===== src/rtl/dog_motion_sequencer_if.sv =====
`default_nettype none
// +----------------------------------------------------------------------+
// | Module      : dog_motion_sequencer_if                                 |
// | Description : Control inputs and movement-code outputs of the dog toy |
// |               motion sequencer, bundled for the driver and sequencer. |
// | Revision    : 1.0 - initial release                                   |
// +----------------------------------------------------------------------+
interface dog_motion_sequencer_if;
  logic start;
  logic stop;
  logic obstacle;
  logic bit0;
  logic bit1;
  logic bit2;
  logic busy;

  modport master (
    output start,
    output stop,
    output obstacle,
    input  bit0,
    input  bit1,
    input  bit2,
    input  busy
  );

  modport slave (
    input  start,
    input  stop,
    input  obstacle,
    output bit0,
    output bit1,
    output bit2,
    output busy
  );
endinterface
`default_nettype wire


===== src/rtl/dog_motion_sequencer.sv =====
`default_nettype none
// +----------------------------------------------------------------------+
// | Module      : dog_motion_sequencer                                    |
// | Description : Timed six-step patrol routine producing the 3-bit       |
// |               movement code; OBSTACLE_AVOID_EN adds back-off/turn.    |
// | Revision    : 1.0 - initial release                                   |
// +----------------------------------------------------------------------+
module dog_motion_sequencer #(
  parameter logic [31:0] STEP_CYCLES  = 32'd50_000_000,
  parameter logic [31:0] AVOID_CYCLES = 32'd25_000_000
) (
  input  wire                           clk,
  input  wire                           rst,
  dog_motion_sequencer_if.slave         mot
);

`ifdef OBSTACLE_AVOID_EN
  typedef enum logic [1:0] {
    ST_IDLE       = 2'd0,
    ST_PATROL     = 2'd1,
    ST_AVOID_BACK = 2'd2,
    ST_AVOID_TURN = 2'd3
  } state_t;
  localparam logic [31:0] c_avoid_load = AVOID_CYCLES - 32'd1;
`else
  typedef enum logic [0:0] {
    ST_IDLE   = 1'd0,
    ST_PATROL = 1'd1
  } state_t;
`endif

  localparam logic [31:0] c_step_load  = STEP_CYCLES - 32'd1;

  localparam logic [2:0] c_code_stop    = 3'b000;
  localparam logic [2:0] c_code_forward = 3'b001;
  localparam logic [2:0] c_code_left    = 3'b010;
  localparam logic [2:0] c_code_right   = 3'b011;
  localparam logic [2:0] c_code_back    = 3'b100;
  localparam logic [2:0] c_code_sit     = 3'b101;
  localparam logic [2:0] c_code_wag     = 3'b110;

  localparam logic [2:0] c_last_index   = 3'd5;

  state_t      r_state;
  logic [2:0]  r_index;
  logic [31:0] r_count;
  logic        r_start_prev;
  logic [2:0]  r_code;
  logic        r_busy;

  state_t      w_state_next;
  logic [2:0]  w_index_next;
  logic [31:0] w_count_next;
  logic [2:0]  w_code_next;
  logic        w_start_edge;
  logic        w_expired;
  logic [2:0]  w_index_adv;

  assign w_start_edge = mot.start & ~r_start_prev;
  assign w_expired    = (r_count == 32'd0);
  assign w_index_adv  = (r_index == c_last_index) ? 3'd0 : r_index + 3'd1;

`ifndef OBSTACLE_AVOID_EN
  logic w_unused_ok;
  assign w_unused_ok = ^{mot.obstacle, AVOID_CYCLES};
`endif

  always_ff @(posedge clk) begin
    if (rst) begin
      r_state      <= ST_IDLE;
      r_index      <= 3'd0;
      r_count      <= 32'd0;
      r_start_prev <= 1'b1;
      r_code       <= c_code_stop;
      r_busy       <= 1'b0;
    end else begin
      r_state      <= w_state_next;
      r_index      <= w_index_next;
      r_count      <= w_count_next;
      r_start_prev <= mot.start;
      r_code       <= w_code_next;
      r_busy       <= (w_code_next != c_code_stop);
    end
  end

  // During avoidance r_index already holds the step to resume at.
  always_comb begin
    w_state_next = r_state;
    w_index_next = r_index;
    w_count_next = w_expired ? 32'd0 : r_count - 32'd1;

    if (mot.stop) begin
      w_state_next = ST_IDLE;
      w_index_next = 3'd0;
      w_count_next = 32'd0;
    end else begin
      case (r_state)
        ST_IDLE: begin
          w_count_next = 32'd0;
          if (w_start_edge) begin
            w_state_next = ST_PATROL;
            w_index_next = 3'd0;
            w_count_next = c_step_load;
          end
        end
        ST_PATROL: begin
`ifdef OBSTACLE_AVOID_EN
          if (mot.obstacle && (r_index == 3'd0 || r_index == 3'd2)) begin
            w_state_next = ST_AVOID_BACK;
            w_index_next = r_index + 3'd1;
            w_count_next = c_avoid_load;
          end else
`endif
          if (w_expired) begin
            w_index_next = w_index_adv;
            w_count_next = c_step_load;
          end
        end
`ifdef OBSTACLE_AVOID_EN
        ST_AVOID_BACK: begin
          if (w_expired) begin
            w_state_next = ST_AVOID_TURN;
            w_count_next = c_avoid_load;
          end
        end
        ST_AVOID_TURN: begin
          if (w_expired) begin
            w_state_next = ST_PATROL;
            w_count_next = c_step_load;
          end
        end
`endif
        default: begin
          w_state_next = ST_IDLE;
          w_index_next = 3'd0;
          w_count_next = 32'd0;
        end
      endcase
    end
  end

  // The registered code is decoded from the next state so it tracks it with no lag.
  always_comb begin
    w_code_next = c_code_stop;
    case (w_state_next)
      ST_PATROL: begin
        case (w_index_next)
          3'd0:    w_code_next = c_code_forward;
          3'd1:    w_code_next = c_code_left;
          3'd2:    w_code_next = c_code_forward;
          3'd3:    w_code_next = c_code_right;
          3'd4:    w_code_next = c_code_sit;
          3'd5:    w_code_next = c_code_wag;
          default: w_code_next = c_code_stop;
        endcase
      end
`ifdef OBSTACLE_AVOID_EN
      ST_AVOID_BACK: w_code_next = c_code_back;
      ST_AVOID_TURN: w_code_next = c_code_right;
`endif
      default: w_code_next = c_code_stop;
    endcase
  end

  assign mot.bit0 = r_code[2];
  assign mot.bit1 = r_code[1];
  assign mot.bit2 = r_code[0];
  assign mot.busy = r_busy;

endmodule
`default_nettype wire


===== src/flat_wrapper.sv =====
// flat-port wrapper written by rule: the top's interface ports become plain ports
module dog_motion_sequencer_flat 
#(
  parameter logic [31:0] STEP_CYCLES  = 32'd50_000_000,
  parameter logic [31:0] AVOID_CYCLES = 32'd25_000_000
)
  (clk, rst, mot_start, mot_stop, mot_obstacle, mot_bit0, mot_bit1, mot_bit2, mot_busy);
  dog_motion_sequencer_if mot_i ();
  input  wire clk;
  input  wire rst;
  input wire logic [$bits(mot_i.start)-1:0] mot_start;
  input wire logic [$bits(mot_i.stop)-1:0] mot_stop;
  input wire logic [$bits(mot_i.obstacle)-1:0] mot_obstacle;
  output wire logic [$bits(mot_i.bit0)-1:0] mot_bit0;
  output wire logic [$bits(mot_i.bit1)-1:0] mot_bit1;
  output wire logic [$bits(mot_i.bit2)-1:0] mot_bit2;
  output wire logic [$bits(mot_i.busy)-1:0] mot_busy;
  assign mot_i.start = mot_start;
  assign mot_i.stop = mot_stop;
  assign mot_i.obstacle = mot_obstacle;
  assign mot_bit0 = mot_i.bit0;
  assign mot_bit1 = mot_i.bit1;
  assign mot_bit2 = mot_i.bit2;
  assign mot_busy = mot_i.busy;
  dog_motion_sequencer #(.STEP_CYCLES(STEP_CYCLES), .AVOID_CYCLES(AVOID_CYCLES)) u_core (.clk(clk), .rst(rst), .mot(mot_i));
endmodule

===== config.mk =====
export PLATFORM = sky130hd
export DESIGN_NAME = dog_motion_sequencer_flat
export DESIGN_NICKNAME = d
export VERILOG_FILES = /design/src/rtl/dog_motion_sequencer_if.sv /design/src/rtl/dog_motion_sequencer.sv /design/src/flat_wrapper.sv
export SDC_FILE = /design/constraint.sdc
export NUM_CORES = 1
export LEC_CHECK = 0
export BUFFER_PORTS_ARGS = -buffer_cell sky130_fd_sc_hd__buf_2
export CORE_ASPECT_RATIO = 0.5
export CORE_MARGIN = 4
export CORE_UTILIZATION = 59
export DETAILED_ROUTE_END_ITERATION = 7
export PLACE_DENSITY_LB_ADDON = 0.25
export SETUP_SLACK_MARGIN = 0.4
export SYNTH_ARGS = -nofsm -noshare
export SYNTH_HDL_FRONTEND = slang
export SYNTH_SLANG_ARGS = --single-unit

===== constraint.sdc =====
create_clock -name clk -period 2.7 [get_ports clk]
set_input_delay 0.54 -clock clk [delete_from_list [all_inputs] [get_ports clk]]
set_output_delay 0.54 -clock clk [all_outputs]
set_load 0.005 [all_outputs]

==> impl_metrics.tcl <==
set metrics [dict create \
    status "completed" \
    hold_path_startpoint "mot_start" \
    setup_violations 0 \
    regToRegEndpoint "u_core.r_count[25]" \
    first_iter_violations 137 \
    ys_types 36 \
    route.vias.total 1624 \
    p_sw_uw 345 \
    vias_per_cell 6.15 \
    syn_inst 205 \
    nets 233 \
    hold_end "u_core.r_start_prev" \
    post-dp-hpwl_mm 2.81 \
    cp_data_required_time_ps 2860 \
    skew_ps 7.73 \
    ant_nets 0 \
    grtUsageTotal_pct 23.0 \
    area_growth_pct 18.0 \
    cp_top_family "simple AND/OR/NAND/NOR gates" \
    die_area_um2 4090 \
    layout_commonest_cell "dfxtp_1" \
    grt-ovfl-total 0 \
    rsz0062_at_grt "true" \
    sw_frac_of_total_pct 24.0 \
    cts-root-buf "clkbuf_8" \
    syn_nets 212 \
    reg2regPathDepth 7 \
    crit_path_cell_trace "or4_4 -> or3_4 -> buf_4 -> buf_6 -> or4_4 -> xor2_1 -> a21oi_1" \
    finalCriticalPeriod_ps 2320 \
    cp-end-kind "flop" \
    core_um2 2770 \
    drc 0 \
    hold_viol_final 0 \
    clock_latency_ps 290 \
    io_buffers 7 \
    yosysWarnings 0 \
    h-tree-depth 2 \
    finalSetupTns_ps 0 \
    p_leak_uw 0.000916 \
    diodes 0 \
    crit_type "flop to flop" \
    io_pins 9 \
    start_util_pct 65.8 \
    ctsLongestPathBuffers 2 \
    dieWidth_um 86.5 \
    pwr-share-clk_pct 40.3 \
    drt-total-wl_mm 4.38 \
    fillCellCount 193 \
    drive_above_1_share_pct 21.1 \
    num_rows 13 \
    clock.fmax_ghz 0.432 \
    min_period_over_period_pct 85.8 \
    path_max_fanout 5 \
    cts_buffers 5 \
    cp_slowest_stage_delay_ps 540 \
    cp_common_cell "or4_4" \
    clk_pin_slew_ps 80 \
    r2r_setup_slack_ps 380 \
    total_power_uw 1440 \
    synth-seq-area-share_pct 45.1 \
    cp_slowest_cell "or4_4" \
    place.gp.congestion 0.825 \
    grt_pass1_vias 1595 \
    drv_slew 0 \
    ir_drop_v 0.000523 \
    dr.pass1.iters 5 \
    layout_common_cells "39 x dfxtp_1, 26 x a21oi_1, 19 x nor2_1, 16 x xnor2_1, 13 x nor3_1" \
    max_slew_margin_pct 49.3 \
    p_seq_share_pct 43.2 \
    grt_max_degree 20 \
    maxCapViolations 0 \
    power_density_nw_per_um2 670 \
    grt_pass1_wl_mm 7.18 \
    min_path_cells 2 \
    cts.sinks 41 \
    reg2reg_from "u_core.r_count[19]" \
    worstMarginPinSlew_ps 760 \
    netlist_area_um2 1820 \
    start_kind "flop" \
    p_int_uw 1090 \
    antenna_found_initial 0 \
    ys_ff_latch 41 \
    synth.avg_cell_area_um2 8.87 \
    dieHeight_um 47.3 \
    p_comb_share_pct 16.5 \
    crit_buf_inv 2 \
    hold_class "input pin to flop" \
    cp.arrival_ps 2470 \
    timing.hold.ws_ps 444 \
    cts_tree "done" \
    wire_per_inst_um 16.6 \
]
==> per-stage QoR <==
stage / utilization, % / cell area, um^2 / instances / setup slack (ps)
finish: 77.6 / 2150 / 264 / 383
global route: 77.6 / 2150 / 264 / 369
detailed placement: 69.5 / 1920 / 250 / 310
global placement: 69.5 / 1920 / 250 / 371
floorplan: - / 1820 / 205 / 448
CTS: 76.1 / 2100 / 261 / 380
==> power groups by stage <==
stage | Clock, uW | Combinational (uW) | Sequential (uW)
after floorplan | 0 | 157 | 634
after global placement | 0 | 188 | 635
after detailed placement | 0 | 195 | 636
after CTS | 586 | 213 | 622
after global routing | 619 | 258 | 623
final | 580 | 238 | 622
==> sequential cells by signal, summed over array words and instances, names as in the netlist <==
register	cells
u_core.r_index	3
u_core.r_state	1
u_core.r_count	32
u_core.mot.busy	1
u_core.r_start_prev	1
u_core.r_code	3
==> what timing repair did <==
action | in CTS | in global routing
pin swaps | 8 | 3
hold buffers | 0 | 0
resized for setup | 8 | 4
endpoints found under the setup margin | 23 | 36
setup buffers | 3 | 3
==> routing by layer <==
| layer | wire (um) | GRT usage (%) | up-vias | part of all wire, % |
|---|---|---|---|---|
| met5 | 0 | 0 | - | 0 |
| met4 | 24 | 9.94 | 0 | 0.55 |
| met3 | 331 | 5.43 | 4 | 7.6 |
| met2 | 2160 | 42.6 | 71 | 49 |
| met1 | 1860 | 26.5 | 773 | 42 |
| li1 | - | - | 776 | - |
==> cell usage after synthesis <==
| cell type | count | share of area [%] |
|---|---|---|
| nor3_2 | 1 | 0.55 |
| xor2_1 | 7 | 3.4 |
| mux2i_1 | 2 | 1.1 |
| ha_1 | 2 | 1.4 |
| or3_1 | 7 | 2.4 |
| or2_2 | 3 | 1.0 |
| or2_4 | 1 | 0.48 |
| nand3b_1 | 2 | 0.83 |
| nand2_1 | 11 | 2.3 |
| o41ai_1 | 2 | 0.96 |
| inv_1 | 4 | 0.83 |
| or3_4 | 1 | 0.62 |
| nor3_1 | 13 | 3.6 |
| or4_4 | 1 | 0.62 |
| or4_1 | 5 | 2.1 |
| xnor2_1 | 16 | 7.7 |
| nor4_2 | 1 | 0.69 |
| and4_1 | 1 | 0.48 |
| a211oi_1 | 1 | 0.41 |
| buf_6 | 1 | 0.62 |
| a31oi_1 | 2 | 0.69 |
| nand2b_1 | 1 | 0.34 |
| dfxtp_1 | 41 | 45 |
| nand4_2 | 1 | 0.69 |
| nor2_1 | 20 | 4.1 |
| a21oi_1 | 28 | 7.7 |
| nand4_1 | 3 | 1.0 |
| a211o_1 | 1 | 0.48 |
| nand3_1 | 2 | 0.55 |
| o21ai_0 | 6 | 1.7 |
| nor4_1 | 7 | 2.4 |
| o22ai_1 | 1 | 0.34 |
| o31ai_1 | 1 | 0.41 |
| or3_2 | 1 | 0.41 |
| clkbuf_1 | 5 | 1.0 |
| nor2b_1 | 3 | 1.0 |
==> worst max-delay path by stage <==
stage,cells past startpoint,start,slack (ps),endpoint
detailed placement,5,u_core.r_count[19],310,u_core.r_count[31]
finish,7,u_core.r_count[19],380,u_core.r_count[25]
global route,7,u_core.r_count[19],370,u_core.r_count[25]
floorplan,6,u_core.r_count[21],450,u_core.r_count[31]
CTS,5,u_core.r_count[19],380,u_core.r_count[31]
global placement,5,u_core.r_count[19],370,u_core.r_count[31]
==> cell type report <==
class	instances	area (um^2)	share of cell area, %
multi-input combinational	154	992	46.2
sequential	41	823	38.3
timing repair buffer	20	136	6.35
clock buffer	5	68.8	3.21
clock inverter	3	65.1	3.03
tap	37	46.3	2.16
inverter	4	15.0	0.699
==> cells by family (layout without fill, tap and decap cells) <==
kind of cell / after synthesis / count (layout) / synth area share, %
adders and majority gates: 2 / 2 / 1.38
AOI/OAI and AO/OA: 42 / 42 / 12.7
and+or+nand+nor: 85 / 85 / 26.2
muxes: 2 / 2 / 1.10
buffers and inverters: 10 / 32 / 2.48
DFF: 41 / 41 / 45.1
xor gates and xnor gates: 23 / 23 / 11.1
Note: power is estimated with default switching activity, not from simulation.
